`src/rtl/control_unit.sv`:
```
// ---------------------------------------------------------------------------
// control_unit
//
// Main decoder plus ALU decoder for the single-cycle MIPS datapath. The
// opcode/funct fields and the ALU zero flag are decoded combinationally, and
// the resulting control word is captured into output registers on every
// rising clock edge. This gives exactly one cycle of latency. Reset puts the
// outputs into a safe no-op state with no register or memory write.
//
// Ports:
//   clock_i       rising-edge clock
//   reset_n_i     asynchronous, active-low reset
//   opcode_i      instruction[31:26]
//   funct_i       instruction[5:0], only looked at when opcode_i == 0
//   zero_i        ALU result == 0 flag (only affects BEQ)
//   rf_we_o       register-file write enable
//   sel_wa_o      write address: 00 rt, 01 rd, 10 $31
//   sel_alu_b_o   ALU B operand: 0 register rt, 1 sign-extended immediate
//   dmem_we_o     data-memory write enable
//   sel_result_o  write-back: 00 dmem data, 01 ALU result, 10 PC+4
//   sel_pc_o      next PC: 00 PC+4, 01 branch, 10 jump, 11 register (jr)
//   alu_ctrl_o    ALU operation code
// ---------------------------------------------------------------------------
module control_unit (
    input  logic       clock_i,
    input  logic       reset_n_i,
    input  logic [5:0] opcode_i,
    input  logic [5:0] funct_i,
    input  logic       zero_i,
    output logic       rf_we_o,
    output logic [1:0] sel_wa_o,
    output logic       sel_alu_b_o,
    output logic       dmem_we_o,
    output logic [1:0] sel_result_o,
    output logic [1:0] sel_pc_o,
    output logic [3:0] alu_ctrl_o
);

    typedef enum logic [3:0] {
        ALU_AND = 4'b0000,
        ALU_OR  = 4'b0001,
        ALU_ADD = 4'b0010,
        ALU_XOR = 4'b0011,
        ALU_NOR = 4'b0100,
        ALU_SUB = 4'b0110,
        ALU_SLT = 4'b0111,
        ALU_SLL = 4'b1000,
        ALU_SRL = 4'b1001,
        ALU_SRA = 4'b1010
    } alu_op_e;

    localparam logic [5:0] OP_RTYPE = 6'h00;
    localparam logic [5:0] OP_J     = 6'h02;
    localparam logic [5:0] OP_JAL   = 6'h03;
    localparam logic [5:0] OP_BEQ   = 6'h04;
    localparam logic [5:0] OP_ADDI  = 6'h08;
    localparam logic [5:0] OP_LW    = 6'h23;
    localparam logic [5:0] OP_SW    = 6'h2B;

    localparam logic [5:0] FN_JR    = 6'h08;

    localparam logic [1:0] WA_RT    = 2'b00;
    localparam logic [1:0] WA_RD    = 2'b01;
    localparam logic [1:0] WA_RA    = 2'b10;

    localparam logic [1:0] RES_MEM  = 2'b00;
    localparam logic [1:0] RES_ALU  = 2'b01;
    localparam logic [1:0] RES_PC4  = 2'b10;

    localparam logic [1:0] PC_PLUS4 = 2'b00;
    localparam logic [1:0] PC_BR    = 2'b01;
    localparam logic [1:0] PC_JUMP  = 2'b10;
    localparam logic [1:0] PC_REG   = 2'b11;

    logic       rf_we_d,      rf_we_q;
    logic [1:0] sel_wa_d,     sel_wa_q;
    logic       sel_alu_b_d,  sel_alu_b_q;
    logic       dmem_we_d,    dmem_we_q;
    logic [1:0] sel_result_d, sel_result_q;
    logic [1:0] sel_pc_d,     sel_pc_q;
    alu_op_e    alu_ctrl_d,   alu_ctrl_q;

    // Combinational decode. Every output starts from the safe NOP word, so
    // any opcode or funct not listed below falls through to "no write,
    // PC+4, ALU add" and no latch can be inferred.
    always_comb begin
        rf_we_d      = 1'b0;
        sel_wa_d     = WA_RT;
        sel_alu_b_d  = 1'b0;
        dmem_we_d    = 1'b0;
        sel_result_d = RES_ALU;
        sel_pc_d     = PC_PLUS4;
        alu_ctrl_d   = ALU_ADD;

        case (opcode_i)
            OP_LW: begin
                rf_we_d      = 1'b1;
                sel_alu_b_d  = 1'b1;
                sel_result_d = RES_MEM;
            end
            OP_SW: begin
                sel_alu_b_d  = 1'b1;
                dmem_we_d    = 1'b1;
            end
            OP_ADDI: begin
                rf_we_d      = 1'b1;
                sel_alu_b_d  = 1'b1;
            end
            OP_J: begin
                sel_pc_d     = PC_JUMP;
            end
            OP_JAL: begin
                rf_we_d      = 1'b1;
                sel_wa_d     = WA_RA;
                sel_result_d = RES_PC4;
                sel_pc_d     = PC_JUMP;
            end
            OP_BEQ: begin
                // The branch is resolved here from the zero flag, so the
                // PC mux only sees "taken" or "not taken".
                sel_pc_d     = zero_i ? PC_BR : PC_PLUS4;
                alu_ctrl_d   = ALU_SUB;
            end
            OP_RTYPE: begin
                if (funct_i == FN_JR) begin
                    sel_pc_d = PC_REG;
                end else begin
                    // Assume a recognised ALU funct; the default arm below
                    // takes the write enable back out for unknown codes.
                    rf_we_d  = 1'b1;
                    sel_wa_d = WA_RD;
                    case (funct_i)
                        6'h20, 6'h21: alu_ctrl_d = ALU_ADD;
                        6'h22, 6'h23: alu_ctrl_d = ALU_SUB;
                        6'h24:        alu_ctrl_d = ALU_AND;
                        6'h25:        alu_ctrl_d = ALU_OR;
                        6'h26:        alu_ctrl_d = ALU_XOR;
                        6'h27:        alu_ctrl_d = ALU_NOR;
                        6'h2A:        alu_ctrl_d = ALU_SLT;
                        6'h00:        alu_ctrl_d = ALU_SLL;
                        6'h02:        alu_ctrl_d = ALU_SRL;
                        6'h03:        alu_ctrl_d = ALU_SRA;
                        default: begin
                            rf_we_d    = 1'b0;
                            sel_wa_d   = WA_RT;
                            alu_ctrl_d = ALU_ADD;
                        end
                    endcase
                end
            end
            default: ;
        endcase
    end

    // Output registers. Reset clears them immediately, so neither write
    // enable can be high while reset_n_i is low.
    always_ff @(posedge clock_i or negedge reset_n_i) begin
        if (!reset_n_i) begin
            rf_we_q      <= 1'b0;
            sel_wa_q     <= WA_RT;
            sel_alu_b_q  <= 1'b0;
            dmem_we_q    <= 1'b0;
            sel_result_q <= RES_MEM;
            sel_pc_q     <= PC_PLUS4;
            alu_ctrl_q   <= ALU_ADD;
        end else begin
            rf_we_q      <= rf_we_d;
            sel_wa_q     <= sel_wa_d;
            sel_alu_b_q  <= sel_alu_b_d;
            dmem_we_q    <= dmem_we_d;
            sel_result_q <= sel_result_d;
            sel_pc_q     <= sel_pc_d;
            alu_ctrl_q   <= alu_ctrl_d;
        end
    end

    assign rf_we_o      = rf_we_q;
    assign sel_wa_o     = sel_wa_q;
    assign sel_alu_b_o  = sel_alu_b_q;
    assign dmem_we_o    = dmem_we_q;
    assign sel_result_o = sel_result_q;
    assign sel_pc_o     = sel_pc_q;
    assign alu_ctrl_o   = alu_ctrl_q;

endmodule

```
`config.mk`:
```
export PLATFORM = sky130hd
export DESIGN_NAME = control_unit
export DESIGN_NICKNAME = d
export VERILOG_FILES = /design/src/rtl/control_unit.sv
export SDC_FILE = /design/constraint.sdc
export NUM_CORES = 1
export LEC_CHECK = 0
export ABC_AREA = 1
export CAP_MARGIN = 20
export CORE_MARGIN = 3
export CORE_UTILIZATION = 41
export DETAILED_ROUTE_END_ITERATION = 8
export GPL_TIMING_DRIVEN = 0
export PLACE_DENSITY_LB_ADDON = 0.1
export SLEW_MARGIN = 5
export SYNTH_ARGS = -nofsm -noshare
export SYNTH_HDL_FRONTEND = slang
export SYNTH_SLANG_ARGS = --single-unit
```
`constraint.sdc`:
```
create_clock -name clock_i -period 0.8 [get_ports clock_i]
set_input_delay 0.12 -clock clock_i [delete_from_list [all_inputs] [get_ports clock_i]]
set_output_delay 0.12 -clock clock_i [all_outputs]
set_load 0.05 [all_outputs]
```
==> qor.yml <==
global_routing:
  track_usage_pct: 13.9
  grt_max_degree: 14
  antenna_found_initial: 0
  grt_pass1_vias: 554
  grt_pass1_wl_um: 2170
  grt-ovfl-total: 0
floorplanning:
  num_rows: 14
  core_um2: 1560
  start_util_pct: 45.1
  fp.dieH_um: 47.4
  io_pins: 28
  die_w_um: 47.4
  dieArea_um2: 2250
logic_synthesis:
  syn_area_um2: 703
  syn_area_per_cell_um2: 8.27
  seq_area_frac_synth_pct: 46.4
  synth_warnings: 0
  ys_seq_elements: 13
  synth_area_leaders: "dfrtp_1 (43%), nand2_1 (9.1%), nand3_1 (6.4%)"
  synthCells: 85
  synth.distinct_cells: 18
  synthDominantCellAreaShare_pct: 42.7
  synthesis.nets: 100
  synth_top_area_cell: "dfrtp_1"
worst_setup_path:
  path_buf_inv: 1
  crit_required_ps: 680
  cp_max_fo: 1
  cp_slowest_cell: "dfstp_2"
  start_kind: "flip-flop"
  crit_type: "flip-flop to output pin"
  cp-end-kind: "output pin"
  cp_cell_sequence: "buf_8"
  path_depth: 1
  slowest_delay_ps: 540
  critPathTopFamily: "flip-flops"
  arrival_ps: 940
outcome:
  violations: "setup timing"
  status: "complete, but fails checks"
finish:
  layout-drive-gt1-share_pct: 37.3
  finish.instance_area_um2: 1080
  diodes: 0
  syn2layout_area_growth_pct: 53.7
  nets: 134
  utilization_pct: 69.3
clock_tree:
  cts_sinks: 13
  numCtsBuffers: 3
  clk_pin_slew_ps: 70
  clock_path_buffers: 2
  tritoncts: "built"
  htree_num_levels: 1
  root_buffer: "clkbuf_4"
routing:
  first_pass_iters: 4
  ant_nets: 0
  wirelength_um: 1450
  post-route-drc-count: 0
  drt_iter0_markers: 18
  routed-wl-met2_um: 809
  wl_met3_um: 75
  m1WireLength_um: 561
  top_layer_used: "met3"
  vias_per_cell: 4.90
  vias: 657
  post_drt_wl_per_cell_um: 10.8
power:
  clock_power_share_pct: 28.8
  p_int_w: 0.000955
  power_density_nw_per_um2: 1190
  finalPower_w: 0.00129
  switching_share_pct: 26.0
  p_seq_share_pct: 51.7
  p_leak_nw: 0.578
  switchingPower_w: 0.000336
  irDropWorstVdd_uv: 560
  combPwrFrac_pct: 19.5
place:
  gp_congestion: 0.892
  placed_area_um2: 993
  portBuffers: 27
  dp_hpwl_um: 1080
sta:
  period_needed_ps: 1060
  finalMaxSlewViolations: 0
  whs_ps: 193
  setup_viol: 14
  hold_viol: 0
  worst_slew_pin_slew_ps: 506
  relSlewSlack_pct: 66.1
  fmax_mhz: 948
  fin_crit_sh_pct: 132
  rsz0062_at_grt: "yes"
  fin_ws_ps: -255
hold_path:
  hold_path.class: "input pin to asynchronous set/reset pin"
run:
  maxCapViolCount: 0
-- timing repair --
item / in CTS / in global routing
setup buffers: 0 / 2
pin swaps: 4 / 8
gates cloned: 0 / 0
hold buffers: 0 / 0
gates resized for setup: 108 / 16
endpoints found under the hold margin: 0 / 0
setup endpoints to repair: 23 / 19
-- metrics by stage --
| stage | setup TNS (ps) | worst slack, ps | cells |
|---|---|---|---|
| after floorplan | 0 | 24.5 | 85 |
| after global placement | -11260 | -598 | 128 |
| after detailed placement | -11510 | -615 | 128 |
| after CTS | -1660 | -268 | 132 |
| after global routing | -2150 | -290 | 134 |
| final | -1570 | -255 | 134 |
-- power groups by stage --
stage               Combinational (W)  Sequential (W)  Clock [W]
CTS                          0.000234        0.000667   0.000384
finish                       0.000251        0.000668   0.000372
detailed placement           0.000248        0.000678          0
global route                 0.000274        0.000668   0.000419
global placement             0.000244        0.000678          0
floorplan                   0.0000922        0.000705          0
-- layout make-up --
type,instances,area [um^2]
timing repair buffer,29,297
inverter,14,52.6
multi-input combinational,58,359
fill,135,478
tap,16,20.0
sequential,13,327
clock buffer,4,26.3
-- synth_stat cells, drive strengths merged --
cell / instances
nor2: 21
nand2: 18
inv: 14
dfrtp: 12
nand3: 11
nand4: 3
and3: 1
dfstp: 1
nor3: 1
o211ai: 1
o21ai: 1
o22ai: 1
-- state kept, by name, summed over array words and instances, names as in the netlist --
| register | flops |
|---|---|
| alu_ctrl_o | 4 |
| dmem_we_o | 1 |
| sel_wa_o | 2 |
| sel_pc_o | 2 |
| sel_alu_b_o | 1 |
| sel_result_o | 2 |
| rf_we_o | 1 |
-- cells in the final DEF, fill, tap and decap left out, types with 2 or more instances in the layout --
| cell | count |
|---|---|
| nand2_2 | 2 |
| clkdlybuf4s15_1 | 8 |
| clkdlybuf4s50_1 | 2 |
| inv_2 | 6 |
| nor2_4 | 5 |
| nand3_1 | 7 |
| inv_1 | 8 |
| dfrtp_1 | 12 |
| buf_4 | 2 |
| nor2_1 | 11 |
| clkbuf_4 | 3 |
| buf_6 | 12 |
| nand2_1 | 15 |
| nor2_2 | 4 |
| nand4_1 | 3 |
| dlygate4sd2_1 | 3 |
| nand3_2 | 3 |
-- cell families (layout without fill, tap and decap cells) --
group                  Yosys count  after routing  synth area share [%]
AOI/OAI and AO/OA                3              3                  2.67
buffers and inverters           14             47                  7.47
DFF                             13             13                  46.4
and+or+nand+nor                 55             55                  43.4
-- routing by layer --
| layer | track usage, % | vias up |
|---|---|---|
| met4 | 6.63 | 0 |
| li1 | - | 337 |
| met3 | 3.38 | 0 |
| met1 | 15.3 | 294 |
| met5 | 0 | - |
| met2 | 24.9 | 26 |
-- final timing paths --
| kind | slack (ps) | startpoint | to |
|---|---|---|---|
| max | -260 | alu_ctrl_o[1]$_DFF_PN1_ | alu_ctrl_o[1] |
| min | 190 | reset_n_i | sel_result_o[1]$_DFF_PN0_ |
| max in group asynchronous | 250 | reset_n_i | alu_ctrl_o[1]$_DFF_PN1_ |
| min in group clock_i | 200 | opcode_i[4] | sel_pc_o[1]$_DFF_PN0_ |
(Power assumes the default switching activity.)
